===== src/rtl/wb_arbiter2.sv =====
// wb_arbiter2: two-master Wishbone arbiter with alternating tie-break, outstanding tracking and a stall/ack watchdog.
module wb_arbiter2 #(
  parameter int TIMEOUT = 255
) (
  input  logic        i_clk,
  input  logic        i_reset_n,
  input  logic        i_m0_cyc,
  input  logic        i_m0_stb,
  input  logic        i_m0_we,
  input  logic [29:0] i_m0_addr,
  input  logic [31:0] i_m0_data,
  input  logic [3:0]  i_m0_sel,
  output logic        o_m0_stall,
  output logic        o_m0_ack,
  output logic        o_m0_err,
  output logic [31:0] o_m0_data,
  input  logic        i_m1_cyc,
  input  logic        i_m1_stb,
  input  logic        i_m1_we,
  input  logic [29:0] i_m1_addr,
  input  logic [31:0] i_m1_data,
  input  logic [3:0]  i_m1_sel,
  output logic        o_m1_stall,
  output logic        o_m1_ack,
  output logic        o_m1_err,
  output logic [31:0] o_m1_data,
  output logic        o_wb_cyc,
  output logic        o_wb_stb,
  output logic        o_wb_we,
  output logic [29:0] o_wb_addr,
  output logic [31:0] o_wb_data,
  output logic [3:0]  o_wb_sel,
  input  logic        i_wb_stall,
  input  logic        i_wb_ack,
  input  logic        i_wb_err,
  input  logic [31:0] i_wb_data,
  output logic [1:0]  o_grant,
  output logic        o_timeout
);
  typedef enum logic [1:0] {IDLE = 2'b00, GNT0 = 2'b01, GNT1 = 2'b10} state_t;
  state_t      state_q, state_d;
  logic        last_q, last_d, to_q, to_d;
  logic [1:0]  own_q, own_d, blk_q, blk_d;
  logic [4:0]  out_q, out_d;
  logic [9:0]  wd_q, wd_d;
  logic        g0, g1, live0, live1, cyc_own, acc, inc, fire, req0, req1;

  assign g0    = state_q == GNT0;
  assign g1    = state_q == GNT1;
  // Bus drive is cut the moment reset is seen so an aborted cycle never reaches the slave again.
  assign live0 = g0 && i_reset_n;
  assign live1 = g1 && i_reset_n;

  assign o_wb_cyc  = live0 ? i_m0_cyc : live1 && i_m1_cyc;
  assign o_wb_stb  = live0 ? i_m0_stb : live1 && i_m1_stb;
  assign o_wb_we   = live0 ? i_m0_we  : live1 && i_m1_we;
  assign o_wb_addr = g1 ? i_m1_addr : i_m0_addr;
  assign o_wb_data = g1 ? i_m1_data : i_m0_data;
  assign o_wb_sel  = g1 ? i_m1_sel  : i_m0_sel;

  assign o_m0_data  = i_wb_data;
  assign o_m1_data  = i_wb_data;
  assign o_m0_stall = !live0 || i_wb_stall;
  assign o_m1_stall = !live1 || i_wb_stall;
  assign o_m0_ack   = live0 && i_wb_ack;
  assign o_m1_ack   = live1 && i_wb_ack;
  // A watchdog abort reports its error to the former owner while the FSM already sits in IDLE.
  assign o_m0_err   = (live0 && i_wb_err) || (i_reset_n && to_q && own_q[0]);
  assign o_m1_err   = (live1 && i_wb_err) || (i_reset_n && to_q && own_q[1]);
  assign o_grant    = state_q;
  assign o_timeout  = to_q;

  assign cyc_own = g1 ? i_m1_cyc : i_m0_cyc;
  assign acc     = o_wb_stb && !i_wb_stall;
  assign inc     = (g0 || g1) && !i_wb_ack && !i_wb_err &&
                   ((o_wb_stb && i_wb_stall) || out_q != 5'd0);
  assign fire    = inc && wd_q == 10'(TIMEOUT - 1);
  assign req0    = i_m0_cyc && !blk_q[0];
  assign req1    = i_m1_cyc && !blk_q[1];

  always_comb begin
    state_d = state_q == IDLE ? (req0 && req1 ? (last_q ? GNT0 : GNT1) :
                                 req0 ? GNT0 : req1 ? GNT1 : IDLE)
                              : (fire || !cyc_own ? IDLE : state_q);
    last_d  = state_q == IDLE && state_d != IDLE ? state_d == GNT1 : last_q;
    blk_d   = (blk_q & {i_m1_cyc, i_m0_cyc}) | (fire ? {g1, g0} : 2'b00);
    to_d    = fire;
    own_d   = {g1, g0};
    out_d   = state_d == IDLE ? 5'd0 :
              acc && !i_wb_ack && out_q != 5'd31 ? out_q + 5'd1 :
              i_wb_ack && !acc && out_q != 5'd0 ? out_q - 5'd1 : out_q;
    wd_d    = state_d == IDLE || !inc ? 10'd0 : wd_q + 10'd1;
  end

  always_ff @(posedge i_clk)
    if (!i_reset_n) begin
      state_q <= IDLE;
      last_q  <= 1'b1;
      to_q    <= 1'b0;
      own_q   <= 2'b00;
      blk_q   <= 2'b00;
      out_q   <= 5'd0;
      wd_q    <= 10'd0;
    end else begin
      state_q <= state_d;
      last_q  <= last_d;
      to_q    <= to_d;
      own_q   <= own_d;
      blk_q   <= blk_d;
      out_q   <= out_d;
      wd_q    <= wd_d;
    end
endmodule


===== config.mk =====
export PLATFORM = sky130hd
export DESIGN_NAME = wb_arbiter2
export DESIGN_NICKNAME = d
export VERILOG_FILES = /design/src/rtl/wb_arbiter2.sv
export SDC_FILE = /design/constraint.sdc
export NUM_CORES = 1
export LEC_CHECK = 0
export ABC_AREA = 1
export CORE_AREA = 2 2 122 124
export CTS_CLUSTER_SIZE = 14
export DETAILED_ROUTE_END_ITERATION = 7
export DIE_AREA = 0 0 124 126
export PLACE_DENSITY = 0.64
export SLEW_MARGIN = 20
export SYNTH_ARGS = -nofsm -noshare
export SYNTH_HDL_FRONTEND = slang
export SYNTH_SLANG_ARGS = --single-unit

===== constraint.sdc =====
create_clock -name i_clk -period 2.4 [get_ports i_clk]
set_input_delay 0.6 -clock i_clk [delete_from_list [all_inputs] [get_ports i_clk]]
set_output_delay 0.6 -clock i_clk [all_outputs]
set_load 0.1 [all_outputs]

==> results of run 1 <==
timing repair:
item                                    CTS  global route
endpoints found under the setup margin   18            16
resized for setup                         6            15
hold buffers                              0             0
worst paths after layout:
check	startpoint	endpoint	slack, ns	cells after the start
worst max-delay path	o_grant[0]$_SDFF_PN0_	o_wb_addr[29]	0.007	5
worst min register to register	wd_q[0]$_SDFF_PP0_	wd_q[0]$_SDFF_PP0_	0.48	1
worst max register to register	o_grant[1]$_SDFF_PN0_	out_q[3]$_SDFFE_PP0P_	0.19	14
worst min-delay path	wd_q[0]$_SDFF_PP0_	wd_q[0]$_SDFF_PP0_	0.48	1
report_power, final:
part           switching (mW)  internal, mW  leakage (nW)
Combinational            1.21         0.885          2.16
Clock                   0.125         0.226        0.0382
Sequential             0.0230         0.403         0.188
Total                    1.36          1.51          2.39
registers in the layout, indices dropped and copies added, names as in the netlist:
signal	cells
out_q	5
blk_q	2
last_q	1
o_timeout	1
own_q	2
wd_q	10
o_grant	2
cell type report:
| cell class | instances | share of cell area |
|---|---|---|
| Clock buffer | 4 | 0.0137 |
| Tap cell | 184 | 0.0399 |
| Sequential cell | 23 | 0.0810 |
| Multi-Input combinational cell | 192 | 0.312 |
| Timing Repair Buffer | 236 | 0.535 |
| Inverter | 28 | 0.0182 |
cells in the mapped netlist (2+ instances only):
cell,instances,area (um2)
inv_2,4,15.0
nand3_2,3,30.0
buf_2,6,30.0
o21ai_0,8,40.0
nor2_2,11,68.8
nand2_1,26,97.6
nor3_1,2,10.0
clkbuf_1,2,7.51
buf_4,64,480
inv_1,23,86.3
nor2_1,15,56.3
nand3_1,15,75.1
xnor2_1,3,26.3
nand2_4,3,33.8
dfxtp_1,23,460
xor2_1,7,61.3
mux2_2,66,743
nand2_2,5,31.3
o21ai_1,2,10.0
nand4_1,3,18.8
a21oi_1,2,10.0
nand3b_1,2,15.0
ha_1,8,100
worst max-delay path, delay by kind of cell, from the launching register on:
kind       cells  cell delay (ns)
buf+inv        3             0.50
flops          1             0.37
mux            1             0.41
fa+ha+maj      1             0.19
cell families (layout without fill, tap and decap cells):
family          Yosys count  count (layout)
xor+xnor                 10              10
flops                    23              23
mux                      66              66
compound gates           16              16
simple gates             91              91
fa+ha+maj                 9               9
buf+inv                 101             268
placed cells by master (no fill, tap or decap), types with 8 or more instances in the layout:
| cell | Yosys | routed |
|---|---|---|
| buf_4 | 64 | 17 |
| inv_1 | 23 | 21 |
| nand2_1 | 26 | 23 |
| mux2_4 | 0 | 43 |
| nor2_1 | 15 | 13 |
| mux2_2 | 66 | 23 |
| nor2_2 | 11 | 13 |
| nand2_2 | 5 | 8 |
| nand3_1 | 15 | 14 |
| dfxtp_1 | 23 | 21 |
| buf_12 | 0 | 75 |
| clkdlybuf4s50_1 | 0 | 141 |
layer usage:
layer | share of wire | wire (um)
met2 | 0.50 | 5310
met5 | 0 | 0
met4 | 0.011 | 114
met1 | 0.36 | 3840
met3 | 0.13 | 1400
==> run metrics, run 1 <==
Slew @ Worst Pin=0.319 ns; DP HPWL=9310 um; FF+latch area=468 um2; Antenna Violating Nets Remaining=0; total track usage=0.128; EDFF count, synth=0; VDD IR max=around 310 uV; slowest CP cell=mux2_2; Post-Synthesis Cells=between 300 and 400; CP max stage delay=just over 0.4 ns; relative slew slack=0.785; initial DRC count=96; mux cell area share after synthesis=0.280; initial core utilization=0.185; total CTS buffers=3; adder-cell share of the synthesized area=0.0452; First-pass DRT Iterations=4; Top-Level Pins=~320; Max clock buf depth=2; met1 Resource Use GR=0.143; core area=roughly 0.014 mm2; Max Slew Vio Count=0; n_diodes=0; Seq/Total Area, Yosys=0.173; Total Wirelength=10700 um; critical path required time=approximately 1.8 ns; CTS sink cnt=23; Top FF cell, synth=dfxtp_1; Max Freq=around 420 MHz; synthesized netlist net count=500; path type of the worst setup path=reg2out; Yosys reg bits=23; P&R area growth vs syn=117%; min Tclk post-route=2.39 ns; first-pass GRT wire length=approximately 16000 um; Placed Instances=roughly 660; die area=~0.016 mm2; CTS tree=done; simple-gate portion of the synthesized area=0.196; RSZ-0062 raised after global routing=yes; Leak Pwr=between 2 and 2.5 nW; Setup TNS=0 ns; Synth Cell Area=around 0.0027 mm2; Netlist cell types=36; Hold WC Path Type=reg2reg; Syn. warnings=0; DP Area=0.00562 mm2; Worst Path Max Fanout=43; setup ws final=a little over 0.007 ns; busiest grt layer=met2; status=finished clean; Final nets=668; crit start category=register; Synth Area in XOR/XNOR=0.0330; endpoint class of the critical path=output pin; CP Cell Sequence=inv_2 -> ha_4 -> buf_16 -> mux2_2 -> buf_12; H-tree level count=1; CP arrival=~1.8 ns; number of global-route vias before repair=2978; mean post-synth cell area=between 8 and 9 um2; FP Rows=44; fillcell total=1379; Remaining DRCs=0; Pwr per Cell Area=roughly 500 mW/mm2; post-route cell area=slightly below 0.006 mm2; final setup fails=0; Synth Area in Compound Gates=0.0339; pre-CTS setup slack=-0.264 ns; Routed WL per cell=approximately 16 um; initial antenna violation count=0; total chip power=2.87 mW; gpl congestion=roughly 0.8; area of the multi-input gates=roughly 0.0018 mm2; hold slack=about 0.48 ns; grt met3 use=0.0611; post-layout util=0.403; main combinational cell family by area after synthesis=multiplexers; # Post-CTS Setup Buffers=0; final std cells w/o fill=667; root buf cell=clkbuf_16; asr flop ratio synth=0; port bufs=220; Die X=~120 um; gr ovfl total=0; Worst-Skew Late Latency=0.25 ns; share of layout cells above drive strength 1=0.443; worst clock skew=roughly 0.0024 ns; via count=2726; max_cap viols=0; pin count of the biggest net entering global routing=44; vias per cell=~4; Clock transition at path regs=roughly 0.06 ns; final hold violations=0; GR Util met2=0.222; Chip Height=126 um; Final Cycle Share=0.997
(Power assumes the default switching activity.)
==> inputs of run 2 (changes only) <==
--- a/config.mk
+++ b/config.mk
@@ -10,6 +10,7 @@
 export CTS_CLUSTER_SIZE = 14
 export DETAILED_ROUTE_END_ITERATION = 7
 export DIE_AREA = 0 0 124 126
+export HOLD_SLACK_MARGIN = 0.12
 export PLACE_DENSITY = 0.64
 export SLEW_MARGIN = 20
 export SYNTH_ARGS = -nofsm -noshare
==> results of run 2 <==
Final layout, timing and power as in run 1 (identical DEF).
==> inputs of run 3 (changes only) <==
--- a/config.mk
+++ b/config.mk
@@ -10,6 +10,7 @@
 export CTS_CLUSTER_SIZE = 14
 export DETAILED_ROUTE_END_ITERATION = 7
 export DIE_AREA = 0 0 124 126
+export GPL_TIMING_DRIVEN = 0
 export HOLD_SLACK_MARGIN = 0.12
 export PLACE_DENSITY = 0.64
 export SLEW_MARGIN = 20
==> run 3 against run 2 <==
Clock power up 4%. Clock skew up 0.0023 ns. Sequential power about the same. Design area up 11%. Register-to-register slack worse by 0.05 ns. Critical path depth down 3. Global-route usage up 0.98 points. Sequential share of layout area down 0.79 points. Die area unchanged. Critical path type is now in2out. Largest power group unchanged.
==> run metrics, run 3 (synthesis results as in run 1) <==
status=finished clean; VDD IR max=226 uV (-28%); DP Area=0.00592 mm2 (+5.3%); Hold WC Path Type=reg2reg; endpoint class of the critical path=output pin; post-route cell area=0.00640 mm2 (+11%); share of layout cells above drive strength 1=0.460 (+0.0170); Max clock buf depth=2 (unchanged); Hold Path Cell Cnt=1 (unchanged); number of global-route vias before repair=3255 (+9.3%); gr ovfl total=0 (unchanged); Worst R2R Start=o_grant[0]$_SDFF_PN0_; crit start category=input port; FP Rows=44 (unchanged); P&R area growth vs syn=141%; total track usage=0.137 (+0.00977); port bufs=284 (+29%); core area=0.0143 mm2 (unchanged); First-pass DRT Iterations=4 (unchanged); Critical path buffers and inverters=2 (-1); Routed WL per cell=15.2 um (-5.1%); die area=0.0156 mm2 (unchanged); R2R Setup Slk=0.14 ns (-0.05 ns); total chip power=3.27 mW (+14%); max reg flops=10 (unchanged); Pwr per Cell Area=512 mW/mm2 (+2.9%); commonest non-fill, non-tap cell in the layout=clkdlybuf4s50_1; Worst-Skew Late Latency=0.26 ns (about the same); total CTS buffers=3 (unchanged); CP max stage delay=1.12 ns (+0.71 ns); initial antenna violation count=0 (unchanged); path type of the worst setup path=in2out; max_cap viols=0 (unchanged); hold slack=0.470 ns (-0.00562 ns); Chip Height=126 um (unchanged); min Tclk post-route=2.40 ns (+0.00301 ns); worst clock skew=0.00474 ns (+0.00234 ns); Total Wirelength=12100 um (+13%); Remaining DRCs=0 (unchanged); initial DRC count=58 (-40%); biggest regs=wd_q: 10 flops, out_q: 5 flops; Reg-to-Reg End=out_q[4]$_SDFFE_PP0P_; WP depth=2 (-3); Clock transition at path regs=0.06 ns (about the same); most frequent cells in the layout=145 x clkdlybuf4s50_1, 110 x buf_4, 40 x dlymetal6s2s_1; CTS tree=done; slowest CP cell=clkdlybuf4s50_1; initial core utilization=0.185 (unchanged); final hold violations=0 (unchanged); fillcell total=1376 (-0.22%); root buf cell=clkbuf_16; via count=3224 (+18%); Top-Level Pins=317 (unchanged); reg2reg path depth=15 (+1); vias per cell=4.05 (-1.0%); Crit path max-delay family=buffers and inverters; Final nets=798 (+19%); relative slew slack=0.335 (-0.450); Worst Path Max Fanout=2 (-95%); Antenna Violating Nets Remaining=0 (unchanged); hold worst-path end=wd_q[0]$_SDFF_PP0_; n_diodes=0 (unchanged); Post-CTS Hold Buffers=0 (unchanged); FF+latch area=468 um2 (unchanged); Biggest register=wd_q; final setup fails=0 (unchanged); critical path required time=1.80 ns (about the same); Slew @ Worst Pin=0.996 ns (+0.677 ns); CP arrival=1.80 ns (about the same); Die X=124 um (unchanged); Max Freq=417 MHz (-0.13%); gpl congestion=0.777 (-1.1%); first-pass GRT wire length=16600 um (+7.0%); RSZ-0062 raised after global routing=yes; area of the multi-input gates=0.00177 mm2 (-2.1%); DP HPWL=10500 um (+13%); CP Cell Sequence=buf_4 -> clkdlybuf4s50_1; CTS sink cnt=23 (unchanged); H-tree level count=1 (unchanged); Max Slew Vio Count=0 (unchanged); Worst Min Path Start=wd_q[0]$_SDFF_PP0_; pin count of the biggest net entering global routing=14 (-68%); Final Cycle Share=0.998 (+0.00125); Leak Pwr=3.12 nW (+31%); crit path launch=i_wb_data[3]
## run 3: cell type report
type                       count  area share
timing repair buffer         293       0.489
multi-input combinational    192       0.276
buffer                        73      0.0970
sequential                    23      0.0731
tap                          184      0.0360
inverter                      28      0.0168
clock buffer                   3      0.0117
clock inverter                 1    0.000782
## run 3: layer usage
layer,vias to the layer above,share of wire,global-route usage
li1,1568,-,-
met1,1467,0.36,0.148
met3,10,0.11,0.0480
met4,0,0.012,0.0297
met5,-,0,0
met2,179,0.51,0.255
## run 3: how the worst max path moves through the flow
stage	end
after floorplan	out_q[4]$_SDFFE_PP0P_
after global placement	o_wb_cyc
after detailed placement	o_wb_cyc
after CTS	o_m0_data[9]
after global routing	out_q[4]$_SDFFE_PP0P_
final	o_m1_data[3]
## run 3: metrics by stage
stage                     cells  setup TNS [ns]   util  setup slack (ns)
after global placement      784          -59.49  0.413             -1.18
after CTS                   792               0  0.422          0.000381
final                       797               0  0.447           0.00420
after detailed placement    784          -60.88  0.413             -1.20
after floorplan             316          -0.687      -            -0.156
after global routing        797          -0.197  0.447           -0.0479
## run 3: report_power, final
group | leakage (nW) | internal (mW) | total [mW] | switching [mW]
Sequential | 0.188 | 0.403 | 0.426 | 0.0233
Combinational | 2.89 | 0.863 | 2.48 | 1.62
Clock | 0.0409 | 0.224 | 0.364 | 0.140
Total | 3.12 | 1.49 | 3.27 | 1.78
## run 3: repair_timing
item	CTS	global route
gates resized for setup	532	95
pin swaps	3	5
buffers inserted	4	4
endpoints found under the hold margin	0	0
setup endpoints to repair	102	89
cloned	0	1
